### config.mk
export PLATFORM = sky130hd
export DESIGN_NAME = serial_receiver
export DESIGN_NICKNAME = d
export VERILOG_FILES = /design/src/rtl/iot_sensor_pkg.sv /design/src/rtl/sync_2ff.sv /design/src/rtl/serial_receiver.sv
export SDC_FILE = /design/constraint.sdc
export NUM_CORES = 1
export LEC_CHECK = 0
export CAP_MARGIN = 5
export CORE_UTILIZATION = 45
export DETAILED_ROUTE_END_ITERATION = 10
export PLACE_DENSITY_LB_ADDON = 0.3
export REMOVE_ABC_BUFFERS = 1
export SYNTH_ARGS = -nofsm -noshare
export SYNTH_HDL_FRONTEND = slang
export SYNTH_SLANG_ARGS = --single-unit
export TNS_END_PERCENT = 20
### constraint.sdc
create_clock -name clk -period 2.65 [get_ports clk]
set_input_delay 0.53 -clock clk [delete_from_list [all_inputs] [get_ports clk]]
set_output_delay 0.53 -clock clk [all_outputs]
set_load 0.05 [all_outputs]
### src/rtl/iot_sensor_pkg.sv
// Shared constants and types for the IoT sensor serial link.
// Holds clock/baud settings, UART frame width and receiver FSM states.
package iot_sensor_pkg;

  localparam int unsigned SYSTEM_CLK_FREQ = 50_000_000;
  localparam int unsigned BAUD_RATE       = 115_200;
  localparam int unsigned UART_DATA_BITS  = 8;

  typedef enum logic [2:0] {
    RX_IDLE  = 3'd0,
    RX_START = 3'd1,
    RX_DATA  = 3'd2,
    RX_STOP  = 3'd3,
    RX_BREAK = 3'd4
  } rx_state_e;

  function automatic logic maj3(input logic a, input logic b, input logic c);
    return (a & b) | (a & c) | (b & c);
  endfunction

endpackage

### src/rtl/sync_2ff.sv
// Generic 2-flop synchronizer for one asynchronous bit, reset value 1.
// Ports: clk, rst (async, active-high), i_async (raw), o_sync (synced).
module sync_2ff #(
  parameter logic RESET_VAL = 1'b1
) (
  input  logic clk,
  input  logic rst,
  input  logic i_async,
  output logic o_sync
);

  logic r_meta;
  logic r_sync;

  always_ff @(posedge clk or posedge rst) begin
    if (rst) begin
      r_meta <= RESET_VAL;
      r_sync <= RESET_VAL;
    end else begin
      r_meta <= i_async;
      r_sync <= r_meta;
    end
  end

  assign o_sync = r_sync;

endmodule

### src/rtl/serial_receiver.sv
// 8N1 UART receiver with mid-bit sampling and valid/ack holding register.
// Ports: clk, rst (async, active-high), serial_rx (idle high) in;
//   rx_data, rx_valid, rx_busy, frame_err, overrun_err out; rx_ack in.
// Option: define SERIAL_RX_MAJORITY_EN for 2-of-3 vote at each sample point.
module serial_receiver
  import iot_sensor_pkg::*;
#(
  parameter int unsigned BAUD_DIV = SYSTEM_CLK_FREQ / BAUD_RATE
) (
  input  logic                      clk,
  input  logic                      rst,
  input  logic                      serial_rx,
  output logic [UART_DATA_BITS-1:0] rx_data,
  output logic                      rx_valid,
  input  logic                      rx_ack,
  output logic                      rx_busy,
  output logic                      frame_err,
  output logic                      overrun_err
);

  localparam int unsigned HALF_DIV = BAUD_DIV / 2;
  localparam logic [15:0] DIV_LAST  = 16'(BAUD_DIV - 1);
  localparam logic [15:0] HALF_LAST = 16'(HALF_DIV - 1);
  localparam logic [2:0]  BIT_LAST  = 3'(UART_DATA_BITS - 1);

  rx_state_e                 r_state;
  logic [15:0]               r_baud_cnt;
  logic [2:0]                r_bit_cnt;
  logic [UART_DATA_BITS-1:0] r_shift;
  logic [UART_DATA_BITS-1:0] r_rx_data;
  logic                      r_rx_valid;
  logic                      r_frame_err;
  logic                      r_overrun_err;

  logic        w_rx_s;
  logic        w_bit;
  logic        w_at_tgt;
  logic [15:0] w_tgt;
  logic        w_done;

  sync_2ff #(.RESET_VAL(1'b1)) u_sync (
    .clk     (clk),
    .rst     (rst),
    .i_async (serial_rx),
    .o_sync  (w_rx_s)
  );

  // Start bit is checked at half a bit, all later bits at full bit.
  assign w_tgt    = (r_state == RX_START) ? HALF_LAST : DIV_LAST;
  assign w_at_tgt = (r_baud_cnt == w_tgt);

`ifdef SERIAL_RX_MAJORITY_EN
  // Counter runs contiguously before each target, so the last two
  // cycles of rx_s are exactly the target-2 and target-1 samples.
  logic [1:0] r_hist;

  always_ff @(posedge clk or posedge rst) begin
    if (rst) begin
      r_hist <= 2'b11;
    end else begin
      r_hist <= {r_hist[0], w_rx_s};
    end
  end

  assign w_bit = maj3(r_hist[1], r_hist[0], w_rx_s);
`else
  assign w_bit = w_rx_s;
`endif

  assign w_done = (r_state == RX_STOP) && w_at_tgt && w_bit;

  always_ff @(posedge clk or posedge rst) begin
    if (rst) begin
      r_state     <= RX_IDLE;
      r_baud_cnt  <= '0;
      r_bit_cnt   <= '0;
      r_shift     <= '0;
      r_frame_err <= 1'b0;
    end else begin
      r_frame_err <= 1'b0;
      case (r_state)
        RX_IDLE: begin
          if (!w_rx_s) begin
            r_state    <= RX_START;
            r_baud_cnt <= '0;
          end
        end
        RX_START: begin
          if (w_at_tgt) begin
            r_baud_cnt <= '0;
            r_bit_cnt  <= '0;
            r_state    <= w_bit ? RX_IDLE : RX_DATA;
          end else begin
            r_baud_cnt <= r_baud_cnt + 16'd1;
          end
        end
        RX_DATA: begin
          if (w_at_tgt) begin
            r_baud_cnt <= '0;
            r_shift    <= {w_bit, r_shift[UART_DATA_BITS-1:1]};
            r_bit_cnt  <= r_bit_cnt + 3'd1;
            if (r_bit_cnt == BIT_LAST) begin
              r_state <= RX_STOP;
            end
          end else begin
            r_baud_cnt <= r_baud_cnt + 16'd1;
          end
        end
        RX_STOP: begin
          if (w_at_tgt) begin
            r_baud_cnt <= '0;
            if (w_bit) begin
              r_state <= RX_IDLE;
            end else begin
              r_frame_err <= 1'b1;
              r_state     <= RX_BREAK;
            end
          end else begin
            r_baud_cnt <= r_baud_cnt + 16'd1;
          end
        end
        RX_BREAK: begin
          if (w_rx_s) begin
            r_state <= RX_IDLE;
          end
        end
        default: begin
          r_state    <= RX_IDLE;
          r_baud_cnt <= '0;
        end
      endcase
    end
  end

  // A new byte wins over a same-cycle ack; overrun only if unacked.
  always_ff @(posedge clk or posedge rst) begin
    if (rst) begin
      r_rx_data     <= '0;
      r_rx_valid    <= 1'b0;
      r_overrun_err <= 1'b0;
    end else begin
      r_overrun_err <= 1'b0;
      if (w_done) begin
        r_rx_data     <= r_shift;
        r_rx_valid    <= 1'b1;
        r_overrun_err <= r_rx_valid && !rx_ack;
      end else if (rx_ack) begin
        r_rx_valid <= 1'b0;
      end
    end
  end

  assign rx_data     = r_rx_data;
  assign rx_valid    = r_rx_valid;
  assign rx_busy     = (r_state != RX_IDLE);
  assign frame_err   = r_frame_err;
  assign overrun_err = r_overrun_err;

endmodule

# After elaboration in Yosys (flattened, before gate mapping)
# Index checks and enable logic that the tools add are counted.
# op_classes
n_eq_ne,12
n_bitwise,1
addsub,2
n_reduce_logical,13
mux,22
# ops
cell,n
16-bit one-hot mux with 3 select lines,1
16-bit two-way mux,2
3-bit two-way mux,9
"16-bit by 1-bit adder with 16-bit output, second input constant",1
16-bit by 9-bit equality test with 1-bit output,1
3-bit one-hot mux with 5 select lines,1
"2-bit != test, second input constant",5
9-bit two-way mux,1
"3-bit by 2-bit equality test with 1-bit output, second input constant",2
"3-bit equality test, second input constant",2
1-bit two-way mux,6
3-bit one-hot mux with 2 select lines,1
6-bit AND reduction,1
2-bit AND reduction,2
2-bit nonzero test,2
"3-bit by 1-bit adder with 3-bit output, second input constant",1
"3-bit by 1-bit equality test with 1-bit output, second input constant",1
1-bit logical AND,3
3-bit zero test,1
3-bit AND reduction,1
3-bit nonzero test,1
3-bit OR reduction,1
2-bit two-way mux,1
"2-bit by 1-bit != test with 1-bit output, second input constant",1
2 further kinds,2
# word_totals
ff_bits,43
word_cells,60

# Logic depth before layout (Yosys ltp)
# depth
ltp_word,6
depth_mapped,7
depth_no_buf,6

# Cells and area by module
# From an unflattened synthesis, not the netlist that was laid out.
# hier_totals
cells_unflattened,181
area_unflattened_um2,2113.3
# modules_own_cells
mod,instances,seq_area_each_um2,cells_each,area_each_um2
serial_receiver,1,1026.0,178,2057.0
sync_2ff,1,52.6,3,56.3

# Worst setup path before layout
# OpenSTA, ideal clock, no wires.
# synth_path
path_type,register to register
start,register r_baud_cnt[10]
end,"register r_rx_data[0], in the netlist rx_data[0]"
required_time_ns,2.522
stages_incl_launch_ff,7
t_arrival_ns,1.736
period_less_slack_ns,1.864
setup_time_ns,0.128
path_slack_ns,0.786
n_path_buf,1
cell_sequence,dfrtp_1 nor4_1 nand4_2 nor3_1 and3_1 buf_4 mux2_1
# synth_via
elab_chain_cells,3
# synth_rtl
item,line_no,source
start: declaration,serial_receiver.sv:27,logic [15:0] r_baud_cnt;
start signal: assignment,serial_receiver.sv:94,r_baud_cnt <= r_baud_cnt + 16'd1;
start signal: assignment,serial_receiver.sv:106,r_baud_cnt <= r_baud_cnt + 16'd1;
start signal: assignment,serial_receiver.sv:119,r_baud_cnt <= r_baud_cnt + 16'd1;
16-bit by 9-bit equality test with 1-bit output,serial_receiver.sv:50,assign w_at_tgt = (r_baud_cnt == w_tgt);
1-bit logical AND (2 in a row),serial_receiver.sv:70,assign w_done = (r_state == RX_STOP) && w_at_tgt && w_bit;
end signal: assignment,serial_receiver.sv:144,r_rx_data <= r_shift;
end: declaration,serial_receiver.sv:30,logic [UART_DATA_BITS-1:0] r_rx_data;
# Every way passes these cells.
# A chain may end at the register's enable or synchronous reset.

# Final worst setup path
# layout_path
start,register r_state[2]
end,output rx_busy
# layout_via
elab_chain_cells,1
# layout_rtl
item,line_no,source
start: declaration,serial_receiver.sv:26,rx_state_e r_state;
start signal: assignment,serial_receiver.sv:92,r_state <= w_bit ? RX_IDLE : RX_DATA;
3-bit nonzero test,serial_receiver.sv:155,assign rx_busy = (r_state != RX_IDLE);
end: declaration,serial_receiver.sv:16,"output logic rx_busy,"
# Every way passes these cells.

==> impl_metrics.yaml <==
pwr:
  netSwitchingFraction: 0.225
  p_leak_nw: 1.07
  p_seq_frac: 0.603
  p_total_mw: 1.09
  powerDensity_nw_per_um2: 469
  intPower_uw: 849
  pwr-share-clk: 0.378
  p_comb_frac: 0.019
  ir_drop_uv: 257
  switching_power_uw: 246
critical_path:
  crit_path_end: "rx_busy"
  arrival_ns: 1.86
  crit_required_ns: 2.12
  cp-startpoint: "r_state[2]"
  cp_slowest_cell: "clkdlybuf4s50_1"
  cp-start-kind: "flop"
  rrSetupSlack_ns: 0.37
  cpPeakStageDelay_ns: 0.70
  rr_endpoint: "rx_data[5]"
  end_kind: "primary output"
  ff2ff_path_depth: 5
  crit_chain: "or3_1 > clkdlybuf4s50_1"
  r2r_start: "r_baud_cnt[10]"
  crit_fanout: 11
  path_class: "reg2out"
sta:
  period_share: 0.901
  slew-limit-headroom: 0.619
  fmax_mhz: 419
  rsz0062_at_grt: "no"
  worst_pin_slew_ns: 0.567
  timing.hold.ws_ns: 0.360
  slew_viol_final: 0
  layout_min_cycle_time_ns: 2.39
  hold_viol: 0
  fin_ws_ns: 0.262
  finalSetupTns_ns: 0
  fin_skew_ns: 0.00330
  setup_viol: 0
synthesis:
  syn_area_per_cell_um2: 10.9
  synth_top_area_frac: 0.497
  synth_common_cells: "41 x dfrtp_1, 24 x nor2_1, 15 x nand2_1"
  async_flop_share: 1.00
  synth_area_leader_cell: "dfrtp_1"
  yosys_warnings: 0
  ys_top_cells_by_area: "dfrtp_1 50%, mux2_1 4.4%, mux2_2 4.4%, nor2_1 4.4%, nand2_1 2.7%"
  synth-seq-area-share: 0.522
  synth_cell_type_count: 52
  synth_ff_type: "dfrtp_1"
  syn_area_um2: 2070
  synth_cells: 189
  ys_ff_latch: 43
  synth_edf_count: 0
  synth.most_common_cell: "dfrtp_1"
routing:
  drt_iter0_drc: 107
  wl_per_cell_um: 15.1
  vias_per_cell: 5.56
  drc: 0
  first_pass_iters: 4
  ant_nets: 0
  vias: 1435
  wl_um: 3900
clocking:
  clock_latency_ns: 0.30
  cts_tree: "done"
  cts_buffer_depth: 2
  cts-resized-gates: 0
  cts.clk_slew.worst_paths_ns: 0.08
  clockRootBuffer: "clkbuf_8"
  cts_setup_buffers: 0
  htreeDepth: 2
  clock-sinks: 43
  hold_buffers: 0
  numCtsBuffers: 5
finish:
  num-fill-cells: 398
  final_cells: 258
  multiInputGateArea_um2: 932
  antenna_cells: 0
  fin_nets: 212
  area_growth_syn_to_layout_pct: 13.0
  regArea_um2: 1080
  layout-drive-gt1-share: 0.126
floorplan:
  io_pins: 16
  die_y_um: 69.8
  die_w_um: 69.8
  rows: 24
  initial_core_util: 0.471
  core_um2: 4380
  dieArea_um2: 4870
min_path:
  min_from: "u_sync.r_meta"
  hold_class: "reg2reg"
placement:
  gp_congestion: 0.790
  dp_hpwl_um: 2710
  port_buffers: 15
  numPlacedInstances: 250
  place_ws_ns: 0.374
global_routing:
  antenna_found_initial: 0
  grt_pass1_wl_um: 6910
  grt_usage: 0.182
  grt-ovfl-total: 0
  grt_max_degree: 44
  grt_pass1_vias: 1431
run_status:
  status: "complete, no violations"
flow_run:
  maxCapViolCount: 0
placed cells by master (no fill, tap or decap), types with 3 or more instances in the layout:
cell type         n
xnor2_1           6
a21oi_1           3
nand2_1          15
mux2_1            8
nand3_1          11
clkbuf_8          5
o21ai_0           4
nor2_1           24
mux2_2            8
ha_1              3
nand4_1           4
dfrtp_1          41
xor2_1            5
clkdlybuf4s50_1  15
nor3_1            4
and2_1            4
registers in the layout (all words and copies together) (netlist names):
name,flops
frame_err,1
overrun_err,1
r_baud_cnt,16
r_bit_cnt,3
r_shift,8
r_state,3
rx_data,8
rx_valid,1
u_sync.o_sync,1
u_sync.r_meta,1
per-layer routing:
| metal | track usage | part of all wire | wire (um) | vias to the layer above |
|---|---|---|---|---|
| met2 | 0.273 | 0.47 | 1840 | 25 |
| li1 | - | - | - | 699 |
| met5 | 0 | 0 | 0 | - |
| met1 | 0.249 | 0.48 | 1870 | 705 |
| met4 | 0.0689 | 0.014 | 53 | 0 |
| met3 | 0.0538 | 0.036 | 141 | 6 |
critical path: cells and delay by family (launching register included):
| kind | cells | cell delay, ns |
|---|---|---|
| buffers and inverters | 1 | 0.70 |
| AND/OR/NAND/NOR | 1 | 0.35 |
| flip-flops | 1 | 0.51 |
cell families (layout without fill, tap and decap cells):
group | after synthesis | in the layout | synth area share
and+or+nand+nor | 82 | 82 | 0.212
muxes | 18 | 18 | 0.0969
buffers and inverters | 10 | 27 | 0.0266
DFF | 43 | 43 | 0.522
AOI/OAI and AO/OA | 22 | 22 | 0.0775
xor gates and xnor gates | 11 | 11 | 0.0466
adders and majority gates | 3 | 3 | 0.0182
worst min-delay path by stage:
stage	end	slack [ns]	depth (start not counted)
finish	u_sync.o_sync	0.36	0
global route	u_sync.o_sync	0.37	0
CTS	u_sync.o_sync	0.36	0
detailed placement	u_sync.o_sync	0.35	0
global placement	u_sync.o_sync	0.35	0
floorplan	u_sync.o_sync	0.35	0
power by group through the flow:
stage,combinational (mW),clock [mW],sequential [mW]
after floorplan,0.0119,0,0.672
after global placement,0.0208,0,0.673
after detailed placement,0.0215,0,0.673
after CTS,0.0216,0.426,0.660
after global routing,0.0242,0.461,0.661
final,0.0204,0.414,0.660
cell type report:
cell class                      count  area share
Inverter                            2     0.00322
Clock inverter                      2     0.00536
Multi-Input combinational cell    136       0.399
Tap cell                           52      0.0279
Clock buffer                        6      0.0311
Timing Repair Buffer               17      0.0708
Sequential cell                    43       0.462
through the flow:
step	instance area [um^2]	util
3_5_place_dp	2250	0.513
4_1_cts	2330	0.532
2_1_floorplan	2020	-
5_1_grt	2330	0.532
6_report	2330	0.532
3_3_place_gp	2250	0.513
(Power assumes the default switching activity.)
